--- src/rtl/irq_controller_if.sv ---
// irq_controller_if: peripheral bus connection between a bus master and the
// interrupt controller.
//
// Ports carried:
//   addr   [3:0]          byte offset inside the 16-byte register window
//   w_rb                  1 = write, 0 = read
//   acc    [ACC_W-1:0]    access size: 0 byte, 1 half, 2 word
//   wdata  [BUS_WIDTH-1:0] write data
//   req                   one-cycle access request from the master
//   rdata  [BUS_WIDTH-1:0] read data from the slave, 0 outside a response
//   resp                  one-cycle completion from the slave
//   fault                 access error, only asserted together with resp
//
// Handshake: the master holds req high for exactly one clock per access with
// addr/w_rb/acc/wdata stable; the slave always accepts and answers with resp
// high for exactly one cycle after the sampling edge, with fault and rdata
// valid in that same cycle. A new req may be presented during a resp cycle.
interface irq_controller_if #(
    parameter int BUS_WIDTH = 32,
    parameter int ACC_W     = 2
);
    logic [3:0]           addr;
    logic                 w_rb;
    logic [ACC_W-1:0]     acc;
    logic [BUS_WIDTH-1:0] wdata;
    logic                 req;
    logic [BUS_WIDTH-1:0] rdata;
    logic                 resp;
    logic                 fault;

    modport master (
        output addr, w_rb, acc, wdata, req,
        input  rdata, resp, fault
    );

    modport slave (
        input  addr, w_rb, acc, wdata, req,
        output rdata, resp, fault
    );
endinterface

--- src/rtl/irq_controller.sv ---
// irq_controller: level-to-edge interrupt aggregator.
//
// Rising edges on src[] latch into pending bits; pending bits gated by the
// per-source enables and the global enable drive irq. Firmware reads CLAIM to
// get (and clear) the lowest-numbered active source.
//
// Register map (word accesses only):
//   0x0 PEND  read pending, write-1-to-clear
//   0x4 EN    per-source enable, R/W
//   0x8 CLAIM read {valid, 26'b0, id[4:0]} and clear that pending bit; RO
//   0xC CFG   bit0 = GIE, R/W
//
// Ports:
//   clk    system clock
//   rstn   asynchronous active-low reset
//   src    peripheral interrupt levels, synchronous to clk
//   bus    peripheral bus slave (irq_controller_if.slave)
//   irq    interrupt request to the core
module irq_controller #(
    parameter int N_SRC = 4
) (
    input  logic             clk,
    input  logic             rstn,
    input  logic [N_SRC-1:0] src,
    irq_controller_if.slave  bus,
    output logic             irq
);
    localparam int         BUS_WIDTH = 32;
    localparam logic [1:0] ACC_WORD  = 2'd2;
    localparam logic [1:0] REG_PEND  = 2'd0;
    localparam logic [1:0] REG_EN    = 2'd1;
    localparam logic [1:0] REG_CLAIM = 2'd2;
    localparam logic [1:0] REG_CFG   = 2'd3;

    logic [N_SRC-1:0]     pend_q, pend_d;
    logic [N_SRC-1:0]     en_q, en_d;
    logic                 gie_q, gie_d;
    logic [N_SRC-1:0]     src_q, src_d;
    logic [BUS_WIDTH-1:0] rdata_q, rdata_d;
    logic                 resp_q, resp_d;
    logic                 fault_q, fault_d;

    logic [N_SRC-1:0]     src_rise;
    logic [N_SRC-1:0]     active;
    logic                 claim_hit;
    logic [4:0]           claim_id;
    logic [N_SRC-1:0]     claim_mask;
    logic [1:0]           reg_sel;
    logic                 acc_fault;
    logic                 do_rd;
    logic                 do_wr;
    logic [BUS_WIDTH-1:0] rd_val;

    // Only the low N_SRC bits of wdata carry register content.
    logic unused_wdata;
    assign unused_wdata = &{1'b0, bus.wdata[BUS_WIDTH-1:N_SRC]};

    assign src_rise = src & ~src_q;
    assign active   = pend_q & en_q;
    assign reg_sel  = bus.addr[3:2];

    // Lowest active index wins: scan downward so the last hit is the lowest.
    always_comb begin
        claim_hit  = 1'b0;
        claim_id   = '0;
        claim_mask = '0;
        for (int i = N_SRC - 1; i >= 0; i--) begin
            if (active[i]) begin
                claim_hit  = 1'b1;
                claim_id   = 5'(i);
                claim_mask = '0;
                claim_mask[i] = 1'b1;
            end
        end
    end

    always_comb begin
        acc_fault = (bus.acc != ACC_WORD) || (bus.addr[1:0] != 2'b00) ||
                    (bus.w_rb && (reg_sel == REG_CLAIM));
        do_rd = bus.req && !acc_fault && !bus.w_rb;
        do_wr = bus.req && !acc_fault &&  bus.w_rb;
    end

    // Read data is taken from register state before this edge's updates.
    always_comb begin
        rd_val = '0;
        case (reg_sel)
            REG_PEND:  rd_val = {{(BUS_WIDTH - N_SRC){1'b0}}, pend_q};
            REG_EN:    rd_val = {{(BUS_WIDTH - N_SRC){1'b0}}, en_q};
            REG_CLAIM: rd_val = claim_hit ? {1'b1, 26'b0, claim_id} : '0;
            REG_CFG:   rd_val = {{(BUS_WIDTH - 1){1'b0}}, gie_q};
            default:   rd_val = '0;
        endcase
    end

    always_comb begin
        pend_d  = pend_q;
        en_d    = en_q;
        gie_d   = gie_q;
        src_d   = src;
        rdata_d = '0;
        resp_d  = bus.req;
        fault_d = bus.req && acc_fault;

        if (do_wr) begin
            case (reg_sel)
                REG_PEND: pend_d = pend_q & ~bus.wdata[N_SRC-1:0];
                REG_EN:   en_d   = bus.wdata[N_SRC-1:0];
                REG_CFG:  gie_d  = bus.wdata[0];
                default:  ;
            endcase
        end

        if (do_rd) begin
            rdata_d = rd_val;
            if (reg_sel == REG_CLAIM) begin
                pend_d = pend_q & ~claim_mask;
            end
        end

        // A new edge overrides any clear applied in the same cycle.
        pend_d = pend_d | src_rise;
    end

    always_ff @(posedge clk or negedge rstn) begin
        if (!rstn) begin
            pend_q  <= '0;
            en_q    <= '0;
            gie_q   <= 1'b0;
            src_q   <= '0;
            rdata_q <= '0;
            resp_q  <= 1'b0;
            fault_q <= 1'b0;
        end else begin
            pend_q  <= pend_d;
            en_q    <= en_d;
            gie_q   <= gie_d;
            src_q   <= src_d;
            rdata_q <= rdata_d;
            resp_q  <= resp_d;
            fault_q <= fault_d;
        end
    end

    assign bus.rdata = rdata_q;
    assign bus.resp  = resp_q;
    assign bus.fault = fault_q;
    assign irq       = gie_q && (|active);
endmodule
--- src/flat_wrapper.sv ---
// flat-port wrapper written by rule: the top's interface ports become plain ports
module irq_controller_flat 
#(
    parameter int N_SRC = 4
)
  (clk, rstn, src, irq, bus_addr, bus_w_rb, bus_acc, bus_wdata, bus_req, bus_rdata, bus_resp, bus_fault);
  irq_controller_if bus_i ();
  input  logic clk;
  input  logic rstn;
  input  logic [N_SRC-1:0] src;
  output logic irq;
  input wire logic [$bits(bus_i.addr)-1:0] bus_addr;
  input wire logic [$bits(bus_i.w_rb)-1:0] bus_w_rb;
  input wire logic [$bits(bus_i.acc)-1:0] bus_acc;
  input wire logic [$bits(bus_i.wdata)-1:0] bus_wdata;
  input wire logic [$bits(bus_i.req)-1:0] bus_req;
  output wire logic [$bits(bus_i.rdata)-1:0] bus_rdata;
  output wire logic [$bits(bus_i.resp)-1:0] bus_resp;
  output wire logic [$bits(bus_i.fault)-1:0] bus_fault;
  assign bus_i.addr = bus_addr;
  assign bus_i.w_rb = bus_w_rb;
  assign bus_i.acc = bus_acc;
  assign bus_i.wdata = bus_wdata;
  assign bus_i.req = bus_req;
  assign bus_rdata = bus_i.rdata;
  assign bus_resp = bus_i.resp;
  assign bus_fault = bus_i.fault;
  irq_controller #(.N_SRC(N_SRC)) u_core (.clk(clk), .rstn(rstn), .src(src), .bus(bus_i), .irq(irq));
endmodule
--- config.mk ---
export PLATFORM = sky130hd
export DESIGN_NAME = irq_controller_flat
export DESIGN_NICKNAME = d
export VERILOG_FILES = /design/src/rtl/irq_controller_if.sv /design/src/rtl/irq_controller.sv /design/src/flat_wrapper.sv
export SDC_FILE = /design/constraint.sdc
export NUM_CORES = 1
export LEC_CHECK = 0
export BUFFER_PORTS_ARGS = -buffer_cell sky130_fd_sc_hd__buf_2
export CAP_MARGIN = 20
export CORE_ASPECT_RATIO = 1.4
export CORE_MARGIN = 4
export CORE_UTILIZATION = 43
export CTS_CLUSTER_SIZE = 14
export DETAILED_ROUTE_END_ITERATION = 10
export GPL_ROUTABILITY_DRIVEN = 0
export GPL_TIMING_DRIVEN = 0
export PLACE_DENSITY = 0.84
export SLEW_MARGIN = 20
export SYNTH_ARGS = -nofsm -noshare
export SYNTH_HDL_FRONTEND = slang
export SYNTH_SLANG_ARGS = --single-unit
export TNS_END_PERCENT = 50
--- constraint.sdc ---
create_clock -name clk -period 1.45 [get_ports clk]
set_input_delay 0.29 -clock clk [delete_from_list [all_inputs] [get_ports clk]]
set_output_delay 0.29 -clock clk [all_outputs]
set_load 0.005 [all_outputs]
==> results.md <==
* Failing checks: setup timing
* # diodes at 0
* Min cycle time layout at 1490 ps
* Io pins at 81
* First-pass DRT Iterations at 4
* Max Freq at 671 MHz
* Worst setup path category: reg2out
* Worst path max stage delay at 400 ps
* Post-Syn Area per Cell at 10.1 sq um
* Met1 usage at 14.4%
* Non-filler instance count after layout at 209
* Endpoint class of the critical path: primary output
* Number of port buffers at 23
* Core box area at 2440 sq um
* Top Family by Delay on Critical Path: flip-flops
* Synthesized flop and latch total at 20
* Vias in the first global route at 870
* Setup violators final at 1
* Max-cap violations at 0
* Top-area cell type share of the netlist area at 44.5%
* Layout area overhead at 35.0%
* Grt peak-use layer: met2
* Met2 Use GR at 27.3%
* Synth cell types at 30
* H-Tree Depth at 1
* Status: complete, but fails checks
* Cell Area, Synth at 1120 sq um
* Crit start category: flip-flop
* Clock tree sinks at 20
* Row count at 21
* Post-route cell area at 1520 sq um
* # fillers at 224
* RSZ-0062 raised after global routing: yes
* WL/cell at 11.9 um
* Critical Path Fanout Max at 2
* Slew Limit Fails at 0
* YS warnings at 0
* DIE HEIGHT at 68.5 um
* Min-Delay Path Class: in2reg
* Grt ovf at 0
* Hpwl dp at 1770 um
* CTS clk-pin slew, worst paths at 110 ps
* Cell Chain, Critical Path: a22oi_2 -> a31oi_2 -> buf_2
* Most common cell after layout, fill and taps aside: buf_4
* Total power per unit cell area at 754 nW/um^2
* Final Skew at 8.15 ps
* Clk_lat worst skew at 310 ps
* Final Hold Vio Count at 0
* M3 GR Usage at 2.37%
* Leakage at 0.810 nW
* Total GRT Usage at 14.1%
* Placement-stage cell area at 1380 sq um
* Largest net degree at the start of global routing at 21
* Most frequent cells in the layout: buf_4 (37), conb_1 (27), buf_2 (24)
* Antenna violations before repair at 0
* Die Wd at 51.2 um
* Total power at 1.15 mW
* Synth area leader: dfrtp_1
* First-pass GRT wire length at 3680 um
* TritonCTS Buffers at 3
* Setup WS post-layout at -39.9 ps
* Clk buf depth at 2
* Worst vdd ir at 0.000689 V
* DR iter-0 viols at 31
* Inst Count DP at 194
* Slowest cell on crit path: dfrtp_1
* CP arrival at 1200 ps
* Antenna-violating nets left at 0
* CTS tree: built
* WL final at 2490 um
* Req. time, crit path at 1160 ps
* Register area share after synthesis at 44.5%
* Net count, final at 222
* Worst hold slack at 96.6 ps
* Period Utilization, post-route at 103%
* Initial Utilization at 46.0%
* Vias at 952
* Via density at 4.56
* Mapped Cells at 111
* Clock root buffer master: clkbuf_4
* Die area at 3510 sq um
* Fin util at 62.2%
* Share of cells above drive strength 1 at 43.4%
* Synth area leaders: dfrtp_1 (44%), buf_4 (18%), mux2_2 (5.0%)
* DRC Markers at 0
* CP Buf/Inv Count at 1
## worst register-to-register path: cells and delay by family (launching register included)
kind                   cells  cell delay (ps)
buffers and inverters      2              260
AO/OA/AOI/OAI              3              630
flip-flops                 1              400
## report_power, final
part           switching, mW  internal [mW]
registers             0.0125          0.579
clock network          0.172          0.153
logic                  0.110          0.119
## path summary, 6_finish.rpt
path / slack, ps / end / start / cells past startpoint
max: -40 / irq / u_core.pend_q[2] / 3
min: 100 / u_core.src_q[2] / src[2] / 1
max reg2reg: 60 / u_core.bus.rdata[0] / u_core.pend_q[2] / 5
min reg2reg: 430 / u_core.pend_q[1] / u_core.src_q[1] / 1
max in group asynchronous: 690 / u_core.bus.resp / rstn / 2
min in group asynchronous: 460 / u_core.en_q[1] / rstn / 2
## layout make-up
type | instances | area (sq um) | share of cell area (%)
repair buffers | 34 | 200 | 13.2
clock buffers | 4 | 36.3 | 2.39
multi-input cells | 81 | 502 | 33.0
plain buffers | 29 | 211 | 13.9
flip-flops and latches | 20 | 500 | 32.9
inverters | 7 | 26.3 | 1.73
well taps | 34 | 42.5 | 2.80
## kinds of logic after synthesis
kind of cell | Yosys count | share of synthesized area, %
buffers and inverters | 36 | 21.1
DFF | 20 | 44.5
muxes | 8 | 7.67
other | 1 | 0.333
and+or+nand+nor | 28 | 15.9
AOI/OAI and AO/OA | 18 | 10.5
## synth_stat cells
| master | number |
|---|---|
| a211oi_1 | 1 |
| o21ai_0 | 4 |
| nand2_1 | 7 |
| buf_4 | 27 |
| dfrtp_1 | 20 |
| a31oi_1 | 5 |
| nand2b_1 | 4 |
| o211ai_1 | 1 |
| o22a_1 | 1 |
| o221ai_1 | 2 |
| nand3b_1 | 1 |
| nand3_1 | 2 |
| a21boi_0 | 1 |
| inv_1 | 7 |
| nor3_1 | 3 |
| mux2i_1 | 3 |
| nand4_1 | 1 |
| nand4b_1 | 1 |
| and2_1 | 1 |
| nand3_2 | 1 |
| a21oi_1 | 2 |
| nor2_1 | 4 |
| conb_1 | 1 |
| a22oi_1 | 1 |
| mux2_2 | 5 |
| nor2b_1 | 1 |
| clkbuf_1 | 1 |
| buf_2 | 1 |
| nor4b_4 | 1 |
| nor3b_4 | 1 |
## routing by layer
layer  wire length, um  vias to the layer above
met2              1360                       45
met4                69                        0
met1               893                      443
li1                  -                      455
met5                 0                        -
met3               169                        9
## metrics by stage
step / setup WS [ps] / setup TNS [ps]
2_1_floorplan: -40.6 / -162
3_3_place_gp: -262 / -1250
3_5_place_dp: -315 / -1740
4_1_cts: -22.4 / -24.7
5_1_grt: -111 / -269
6_report: -39.9 / -39.9
## state kept, by name, summed over array words and instances, names as in the netlist
name              count
u_core.bus.resp       1
u_core.bus.fault      1
u_core.en_q           4
u_core.pend_q         4
u_core.bus.rdata      5
u_core.gie_q          1
u_core.src_q          4
## what timing repair did
action	CTS	global route
hold endpoints to repair	20	0
resized for setup	1	3
pin swaps	2	5
buffers inserted	5	5
hold buffers	1	0
endpoints found under the setup margin	2	5
gates cloned	0	0
Power figures use the tool's default switching activity.
